**src/rtl/bsg_clk_gen_pearl_tag_driver_pkg.sv**
```systemverilog
// Shared types and helpers for the serial bsg_tag driver feeding the clock-generator pearl.
// The header field order on the wire is start, len, data_not_reset, node id, then payload.
package bsg_clk_gen_pearl_tag_driver_pkg;

   typedef enum logic [3:0] {
      IDLE,
      INIT1,
      INIT0,
      START,
      LEN,
      DNR,
      NODE,
      PAY,
      GAP
   } tag_state_e;

   localparam int TAG_START_BITS = 1;
   localparam int TAG_DNR_BITS   = 1;

   function automatic int tag_packet_bits(input int els, input int lg_width, input int len);
      return TAG_START_BITS + lg_width + TAG_DNR_BITS + $clog2(els) + len;
   endfunction

   function automatic int tag_max3(input int a, input int b, input int c);
      int m;
      m = (a > b) ? a : b;
      return (m > c) ? m : c;
   endfunction

endpackage

```
**src/rtl/bsg_clk_gen_pearl_tag_driver_shifter.sv**
```systemverilog
// Loadable LSB-first shift register with a companion down-counter of bits left in the field.
// The current wire bit is data_q[0]; next_bit_o looks one bit ahead so the caller can register it.
module bsg_clk_gen_pearl_tag_driver_shifter #(
   parameter int data_width_p = 15,
   parameter int cnt_width_p  = 7
) (
   input  logic                    clk_i,
   input  logic                    reset_n_i,
   input  logic                    load_i,
   input  logic [data_width_p-1:0] load_data_i,
   input  logic [cnt_width_p-1:0]  load_cnt_i,
   input  logic                    shift_i,
   output logic                    next_bit_o,
   output logic                    last_o
);

   logic [data_width_p-1:0] data_q;
   logic [data_width_p-1:0] data_shifted;
   logic [cnt_width_p-1:0]  cnt_q;

   always_ff @(posedge clk_i or negedge reset_n_i) begin
      if (!reset_n_i) begin
         data_q <= '0;
         cnt_q  <= '0;
      end else if (load_i) begin
         data_q <= load_data_i;
         cnt_q  <= load_cnt_i;
      end else if (shift_i) begin
         data_q <= data_shifted;
         cnt_q  <= cnt_q - cnt_width_p'(1);
      end
   end

   assign data_shifted = data_q >> 1;
   assign next_bit_o   = data_shifted[0];
   assign last_o       = (cnt_q == cnt_width_p'(1));

endmodule

```
**src/rtl/bsg_clk_gen_pearl_tag_driver.sv**
```systemverilog
// Serial bsg_tag transmitter: emits either the tag-network init sequence or one framed
// packet, LSB-first, one bit per clk_i; state_q always names the field of the bit on the wire.
module bsg_clk_gen_pearl_tag_driver
   import bsg_clk_gen_pearl_tag_driver_pkg::*;
#(
   parameter int tag_els_p      = 16,
   parameter int tag_lg_width_p = 4,
   parameter int init_ones_p    = 64,
   parameter int init_zeros_p   = 16,
   localparam int lg_els_lp        = $clog2(tag_els_p),
   localparam int payload_width_lp = (2 ** tag_lg_width_p) - 1
) (
   input  logic                        clk_i,
   input  logic                        reset_n_i,
   input  logic                        v_i,
   output logic                        ready_o,
   input  logic                        init_i,
   input  logic [lg_els_lp-1:0]        node_id_i,
   input  logic                        data_not_reset_i,
   input  logic [tag_lg_width_p-1:0]   len_i,
   input  logic [payload_width_lp-1:0] payload_i,
   output logic                        tag_data_o,
   output logic                        done_o
);

   localparam int cnt_width_lp  = $clog2(tag_max3(init_ones_p, init_zeros_p, 2 ** tag_lg_width_p)) + 1;
   localparam int data_width_lp = tag_max3(payload_width_lp, tag_lg_width_p, lg_els_lp);

   tag_state_e                  state_q, state_d;
   logic                        tag_data_q, tag_data_d;
   logic                        ready_q;
   logic                        accept;
   logic [lg_els_lp-1:0]        node_q;
   logic                        dnr_q;
   logic [tag_lg_width_p-1:0]   len_q;
   logic [payload_width_lp-1:0] payload_q;

   logic                        sh_load, sh_shift, sh_next_bit, sh_last;
   logic [data_width_lp-1:0]    sh_load_data;
   logic [cnt_width_lp-1:0]     sh_load_cnt;

   assign accept = v_i & ready_q;

   // ready is registered so it stays low through reset and rises on the first edge after release.
   always_ff @(posedge clk_i or negedge reset_n_i) begin
      if (!reset_n_i) begin
         state_q    <= IDLE;
         tag_data_q <= 1'b0;
         ready_q    <= 1'b0;
         node_q     <= '0;
         dnr_q      <= 1'b0;
         len_q      <= '0;
         payload_q  <= '0;
      end else begin
         state_q    <= state_d;
         tag_data_q <= tag_data_d;
         ready_q    <= (state_d == IDLE);
         if (accept) begin
            node_q    <= node_id_i;
            dnr_q     <= data_not_reset_i;
            len_q     <= len_i;
            payload_q <= payload_i;
         end
      end
   end

   // Each transition also picks the first bit of the next field so tag_data_o stays a flop.
   always_comb begin
      state_d      = state_q;
      tag_data_d   = 1'b0;
      sh_load      = 1'b0;
      sh_shift     = 1'b0;
      sh_load_data = '0;
      sh_load_cnt  = '0;
      case (state_q)
         IDLE: begin
            if (accept) begin
               sh_load    = 1'b1;
               tag_data_d = 1'b1;
               if (init_i) begin
                  state_d     = INIT1;
                  sh_load_cnt = cnt_width_lp'(init_ones_p);
               end else begin
                  state_d     = START;
                  sh_load_cnt = cnt_width_lp'(1);
               end
            end
         end
         INIT1: begin
            if (sh_last) begin
               state_d     = INIT0;
               sh_load     = 1'b1;
               sh_load_cnt = cnt_width_lp'(init_zeros_p);
            end else begin
               sh_shift   = 1'b1;
               tag_data_d = 1'b1;
            end
         end
         INIT0: begin
            if (sh_last) begin
               state_d = IDLE;
               sh_load = 1'b1;
            end else begin
               sh_shift = 1'b1;
            end
         end
         START: begin
            state_d      = LEN;
            sh_load      = 1'b1;
            sh_load_data = data_width_lp'(len_q);
            sh_load_cnt  = cnt_width_lp'(tag_lg_width_p);
            tag_data_d   = len_q[0];
         end
         LEN: begin
            if (sh_last) begin
               state_d     = DNR;
               sh_load     = 1'b1;
               sh_load_cnt = cnt_width_lp'(1);
               tag_data_d  = dnr_q;
            end else begin
               sh_shift   = 1'b1;
               tag_data_d = sh_next_bit;
            end
         end
         DNR: begin
            state_d      = NODE;
            sh_load      = 1'b1;
            sh_load_data = data_width_lp'(node_q);
            sh_load_cnt  = cnt_width_lp'(lg_els_lp);
            tag_data_d   = node_q[0];
         end
         NODE: begin
            if (sh_last) begin
               sh_load = 1'b1;
               if (len_q != '0) begin
                  state_d      = PAY;
                  sh_load_data = data_width_lp'(payload_q);
                  sh_load_cnt  = cnt_width_lp'(len_q);
                  tag_data_d   = payload_q[0];
               end else begin
                  state_d     = GAP;
                  sh_load_cnt = cnt_width_lp'(1);
               end
            end else begin
               sh_shift   = 1'b1;
               tag_data_d = sh_next_bit;
            end
         end
         PAY: begin
            if (sh_last) begin
               state_d     = GAP;
               sh_load     = 1'b1;
               sh_load_cnt = cnt_width_lp'(1);
            end else begin
               sh_shift   = 1'b1;
               tag_data_d = sh_next_bit;
            end
         end
         GAP: begin
            state_d = IDLE;
            sh_load = 1'b1;
         end
         default: begin
            state_d = IDLE;
            sh_load = 1'b1;
         end
      endcase
   end

   bsg_clk_gen_pearl_tag_driver_shifter #(
      .data_width_p(data_width_lp),
      .cnt_width_p (cnt_width_lp)
   ) shifter (
      .clk_i      (clk_i),
      .reset_n_i  (reset_n_i),
      .load_i     (sh_load),
      .load_data_i(sh_load_data),
      .load_cnt_i (sh_load_cnt),
      .shift_i    (sh_shift),
      .next_bit_o (sh_next_bit),
      .last_o     (sh_last)
   );

   assign ready_o    = ready_q;
   assign tag_data_o = tag_data_q;
   assign done_o     = sh_last & ((state_q == INIT0) | (state_q == PAY) |
                                  ((state_q == NODE) & (len_q == '0)));

endmodule

```
**config.mk**
```make
export PLATFORM = sky130hd
export DESIGN_NAME = bsg_clk_gen_pearl_tag_driver
export DESIGN_NICKNAME = d
export VERILOG_FILES = /design/src/rtl/bsg_clk_gen_pearl_tag_driver_pkg.sv /design/src/rtl/bsg_clk_gen_pearl_tag_driver_shifter.sv /design/src/rtl/bsg_clk_gen_pearl_tag_driver.sv
export SDC_FILE = /design/constraint.sdc
export NUM_CORES = 1
export LEC_CHECK = 0
export BUFFER_PORTS_ARGS = -buffer_cell sky130_fd_sc_hd__buf_2
export CORE_MARGIN = 2
export CORE_UTILIZATION = 52
export DETAILED_ROUTE_END_ITERATION = 10
export PLACE_DENSITY = 0.83
export SLEW_MARGIN = 25
export SYNTH_ARGS = -nofsm -noshare
export SYNTH_HDL_FRONTEND = slang
export SYNTH_HIERARCHICAL = 1
export SYNTH_SLANG_ARGS = --single-unit
```
**constraint.sdc**
```tcl
create_clock -name clk_i -period 2.5 [get_ports clk_i]
set_input_delay 0.375 -clock clk_i [delete_from_list [all_inputs] [get_ports clk_i]]
set_output_delay 0.375 -clock clk_i [all_outputs]
set_load 0.1 [all_outputs]
```
---- Yosys cells after proc, flatten, opt, wreduce, memory -nomap -nowiden ----
Cells that the tools add are included.
word-level totals
  flip-flop bits (word level) ............. 52
  bits of input ports ..................... 28
  output and inout bits ................... 3
  logic and storage cells ................. 64
operators by class
  add/subtract/negate cells ............... 1
  eq/ne operators ......................... 8
  muxes and demuxes ....................... 33
  bitwise operators ....................... 5
  reductions and logical operators ........ 8
operator list
  kind                                              count
  2-to-1 mux 15 bit                                 4
  case mux 15 bit (3 select lines)                  1
  2-to-1 mux 4 bit                                  9
  case mux 7 bit (5 select lines)                   1
  case mux 4 bit (8 select lines)                   1
  2-to-1 mux 7 bit                                  4
  == test 4 x 3 -> 1 bit, second input constant     4
  logical NOT 4 bit                                 3
  2-to-1 mux 1 bit                                  9
  == test 4 x 2 -> 1 bit, second input constant     2
  == test 7 x 1 -> 1 bit, second input constant     1
  case mux 1 bit (7 select lines)                   1
  subtractor 7 x 1 -> 7 bit, second input constant  1
  2-to-1 mux 5 bit                                  1
  OR reduction 5 bit                                1
  == test 4 x 1 -> 1 bit, second input constant     1
  nonzero test 4 bit                                1
  OR reduction 2 bit                                2
  AND 1 bit                                         3
  2-to-1 mux 2 bit                                  1
  bitwise OR 1 bit                                  2
  case mux 1 bit (2 select lines)                   1
  nonzero test 2 bit                                1

---- Logic depth before layout (Yosys ltp) ----
  depth after elaboration ................. 5
  gate-level depth with buffers ........... 9
  depth with buffers taken out ............ 9

---- By module ----
The synthesis kept the hierarchy.
by module, submodules not included
  module                                times used  cells each  area each (sq um)  seq. area each (sq um)
  bsg_clk_gen_pearl_tag_driver          1           143         1590.3             750.7
  bsg_clk_gen_pearl_tag_driver_shifter  1           104         1031.0             525.5

---- Worst setup path after synthesis ----
OpenSTA, ideal clock, no wires.
  path type ............................... register to output
  start point ............................. register shifter.cnt_q[3]
  end point ............................... output port done_o
  arrival time ............................ 3.812 ns
  setup slack ............................. -1.687 ns
  stages on the path, launching flop included .. 5
  cell sequence ........................... dfrtp_1 -> or4_4 -> nor3b_1 -> nand3b_1 -> a211oi_1
between the ends
  word-level cells in the longest chain between the ends .. 2
ends and longest elaborated chain
  element                 line                                        text
  start, declared         bsg_clk_gen_pearl_tag_driver_shifter.sv:19  logic [cnt_width_p-1:0] cnt_q;
  start signal, assigned  bsg_clk_gen_pearl_tag_driver_shifter.sv:27  cnt_q <= load_cnt_i;
  start signal, assigned  bsg_clk_gen_pearl_tag_driver_shifter.sv:30  cnt_q <= cnt_q - cnt_width_p'(1);
  == test 7 x 1 -> 1 bit  bsg_clk_gen_pearl_tag_driver_shifter.sv:36  assign last_o = (cnt_q == cnt_width_p'(1));
  net sh_last             bsg_clk_gen_pearl_tag_driver.sv:38          logic sh_load, sh_shift, sh_next_bit, sh_last;
  AND 1 bit               bsg_clk_gen_pearl_tag_driver.sv:186         assign done_o = sh_last & ((state_q == INIT0) | (state_q == PAY) |
  end, declared           bsg_clk_gen_pearl_tag_driver.sv:23          output logic done_o
The timed path passes the listed nets, and every way through them passes these cells.

---- Worst setup path after layout ----
  start point ............................. register shifter.cnt_q[4]
  end point ............................... output port done_o
Same word-level chain as after synthesis.

==> report_table.html <==
<table>
<tr><th>Metric</th><th>Value</th></tr>
<tr><th colspan="2">Placement</th></tr>
<tr><td>Number of port buffers</td><td>30</td></tr>
<tr><td>Weighted congestion reported at the end of routability-driven placement</td><td>0.888</td></tr>
<tr><td>Instance count after placement with tap cells included</td><td>340</td></tr>
<tr><td>Detailed placement HPWL</td><td>3800 um</td></tr>
<tr><th colspan="2">Setup path</th></tr>
<tr><td>CP endpoint kind</td><td>output port</td></tr>
<tr><td>Count of cells along the worst register-to-register path</td><td>10</td></tr>
<tr><td>Largest fanout on the critical path</td><td>3</td></tr>
<tr><td>Critical path's slowest cell</td><td>or4_4</td></tr>
<tr><td>Delay of the slowest critical-path stage</td><td>0.56 ns</td></tr>
<tr><td>Cells along the critical path</td><td>or4_4 -&gt; nor3b_4 -&gt; nand3b_1 -&gt; a211oi_4 -&gt; buf_12</td></tr>
<tr><td>WP data arrival</td><td>2.11 ns</td></tr>
<tr><td>Slack of the worst reg-to-reg path</td><td>0.13 ns</td></tr>
<tr><td>Critical path class</td><td>reg -&gt; out</td></tr>
<tr><td>Worst EP required</td><td>2.12 ns</td></tr>
<tr><td>Crit Reg-Reg Endpoint</td><td>shifter/data_q[2]$_DFFE_PN0P_</td></tr>
<tr><td>R2r startpoint</td><td>shifter/cnt_q[4]$_DFFE_PN0P_</td></tr>
<tr><td>Kind of start point of the critical path</td><td>flip-flop</td></tr>
<tr><th colspan="2">Clock tree</th></tr>
<tr><td>Clock tree from TritonCTS</td><td>done</td></tr>
<tr><td>Number of buffers on the longest clock path</td><td>2</td></tr>
<tr><td>Clock latency on the worst-skew pair</td><td>0.29 ns</td></tr>
<tr><td>Sinks on Clock Net</td><td>51</td></tr>
<tr><td>Clock transition time at the flip-flop clock pins of the worst setup and hold paths</td><td>0.09 ns</td></tr>
<tr><td>Cts bufs inserted</td><td>5</td></tr>
<tr><td>Quantity of hold-fixing buffers added after cts</td><td>0</td></tr>
<tr><td>Root Driver</td><td>clkbuf_8</td></tr>
<tr><td>CTS HTree Levels</td><td>2</td></tr>
<tr><th colspan="2">Layout</th></tr>
<tr><td>Area occupied by registers</td><td>0.00128 mm2</td></tr>
<tr><td>Area Growth Syn to Fin</td><td>15.8%</td></tr>
<tr><td>Antenna cell count</td><td>0</td></tr>
<tr><td>Nets</td><td>311</td></tr>
<tr><td>Number of cells in the finished layout apart from fillers</td><td>348</td></tr>
<tr><td>Core Util, Final</td><td>0.633</td></tr>
<tr><td>Footprint of the multi-input gates</td><td>0.00128 mm2</td></tr>
<tr><td>Layout fillers</td><td>356</td></tr>
<tr><td>Fraction of final layout cells with drive strength greater than 1</td><td>0.310</td></tr>
<tr><th colspan="2">Run</th></tr>
<tr><td>Maxcap violations</td><td>0</td></tr>
<tr><th colspan="2">Synth</th></tr>
<tr><td>YS warnings</td><td>6</td></tr>
<tr><td>Synthesized Nets</td><td>276</td></tr>
<tr><td>Syn_area_per_cell</td><td>10.6 um2</td></tr>
<tr><td>Synth Instances</td><td>246</td></tr>
<tr><td>Netlist Area Pre-Place</td><td>0.00262 mm2</td></tr>
<tr><th colspan="2">Floorplanning</th></tr>
<tr><td>Core region area</td><td>0.00479 mm2</td></tr>
<tr><td>Row count</td><td>25</td></tr>
<tr><td>Number of ports placed on the die boundary</td><td>31</td></tr>
<tr><td>Area enclosed by the die boundary</td><td>0.00562 mm2</td></tr>
<tr><td>Die Ht</td><td>75.0 um</td></tr>
<tr><td>Initial Utilization</td><td>0.547</td></tr>
<tr><td>Horiz. Die Dim</td><td>75.0 um</td></tr>
<tr><th colspan="2">Global route</th></tr>
<tr><td>Sum of overflow across all layers after global routing</td><td>0</td></tr>
<tr><td>Number of antenna violations at the first check in global routing</td><td>0</td></tr>
<tr><td>Global-route wire length before repair</td><td>8970 um</td></tr>
<tr><td>Tot GR Track Use</td><td>0.208</td></tr>
<tr><td>Pin count of the biggest net entering global routing</td><td>29</td></tr>
<tr><td>Number of global-route vias before repair</td><td>2007</td></tr>
<tr><th colspan="2">Pwr</th></tr>
<tr><td>Power density relative to cell area</td><td>1060 mW/mm2</td></tr>
<tr><td>Max IR drop VDD</td><td>0.771 mV</td></tr>
<tr><td>Overall power after layout</td><td>3.21 mW</td></tr>
<tr><td>Leakage power</td><td>1.41 nW</td></tr>
<tr><th colspan="2">Detailed routing</th></tr>
<tr><td>Wirelength per Cell</td><td>15.0 um</td></tr>
<tr><td>Number of nets still failing antenna checks after routing</td><td>0</td></tr>
<tr><td>Ratio of routed vias to standard cells</td><td>5.57</td></tr>
<tr><td>DRC violations left</td><td>0</td></tr>
<tr><td>Number of DRC violations after detailed-routing iteration 0</td><td>111</td></tr>
<tr><td>Overall via count from detail_route</td><td>1937</td></tr>
<tr><td>Post-Route WL</td><td>5210 um</td></tr>
<tr><td>Detailed Routing Iterations Pass 1</td><td>6</td></tr>
<tr><th colspan="2">Timing</th></tr>
<tr><td>Worst slew margin</td><td>0.629</td></tr>
<tr><td>Final setup viols</td><td>0</td></tr>
<tr><td>Post-layout minimum cycle time</td><td>2.48 ns</td></tr>
<tr><td>Fin. Hold Viols</td><td>0</td></tr>
<tr><td>Unrepaired setup endpoints after global routing</td><td>true</td></tr>
<tr><td>Portion of the clock cycle consumed by the worst path in the final layout</td><td>0.993</td></tr>
<tr><td>Slew @ Worst Pin</td><td>0.552 ns</td></tr>
<tr><td>Final Max Tran Viols</td><td>0</td></tr>
<tr><td>Layout Skew</td><td>0.00332 ns</td></tr>
<tr><td>Achievable clock frequency</td><td>403 MHz</td></tr>
<tr><td>Post-route worst hold slack</td><td>0.0529 ns</td></tr>
<tr><th colspan="2">Worst hold path</th></tr>
<tr><td>Tightest Hold Check Type</td><td>in -&gt; async</td></tr>
<tr><th colspan="2">Status</th></tr>
<tr><td>Outcome</td><td>completed</td></tr>
</table>
[timing repair]
item                       in CTS  in global routing
gates resized for setup         0                  2
pin swaps                       2                  0
setup endpoints to repair       1                  4
buffers inserted                1                  0
[cell usage in the layout, fill, tap and decap left out, types with 3 or more instances in the layout]
master    instances
xnor2_1           3
nor3_1            7
mux2i_1          14
clkbuf_8          6
nand2b_1          4
mux2_2           24
nand2_1          29
nand3b_1          3
and2_1           13
buf_2            29
a21oi_1           4
o21ai_0          23
inv_1             7
a222oi_1          3
nor2_1           10
buf_4            12
dfrtp_1          50
[per-stage QoR]
stage / area [um2] / setup TNS [ns] / setup slack, ns
global placement: 2920 / 0 / 0.213
global route: 3030 / -0.0447 / -0.0447
floorplan: 2640 / -0.217 / -0.217
finish: 3030 / 0 / 0.0168
CTS: 3020 / 0 / 0.0286
detailed placement: 2920 / 0 / 0.175
[where the power goes]
group	internal, mW	leakage [nW]	switching [mW]
clock	0.223	0.0477	0.258
combinational	0.615	0.716	0.736
sequential	1.12	0.644	0.254
total	1.96	1.41	1.25
[state kept, by name, indices dropped and copies added (netlist names)]
name and count:
payload_q 15, state_q 4, ready_o 1, shifter/cnt_q 7, node_q 4, len_q 4, shifter/data_q 14, dnr_q 1
tag_data_o 1
[metal layers]
layer,GRT usage,wire length [um]
met3,0.0402,200
met4,0.0595,45
met5,0,0
met1,0.270,2230
met2,0.357,2730
[how the worst max path moves through the flow]
stage	slack [ns]	cells past startpoint	endpoint	from
finish	0.02	5	done_o	shifter/cnt_q[4]$_DFFE_PN0P_
global route	-0.04	5	done_o	shifter/cnt_q[2]$_DFFE_PN0P_
CTS	0.03	5	done_o	shifter/cnt_q[4]$_DFFE_PN0P_
detailed placement	0.18	8	shifter/cnt_q[5]$_DFFE_PN0P_	shifter/cnt_q[4]$_DFFE_PN0P_
global placement	0.21	5	done_o	shifter/cnt_q[5]$_DFFE_PN0P_
floorplan	-0.22	4	done_o	shifter/cnt_q[4]$_DFFE_PN0P_
[critical path: cells and delay by family, from the launching register on]
kind,cells,cell delay (ns)
AOI/OAI and AO/OA,1,0.23
buffers and inverters,1,0.21
DFF,1,0.42
and+or+nand+nor,3,0.96
[area by class of cell]
class | count | share of cell area
Timing Repair Buffer | 43 | 0.0879
Inverter | 7 | 0.00867
Clock inverter | 1 | 0.00289
Clock buffer | 6 | 0.0273
Tap cell | 67 | 0.0277
Multi-Input combinational cell | 173 | 0.424
Sequential cell | 51 | 0.422
No activity file was read; power rests on OpenSTA's default activity.
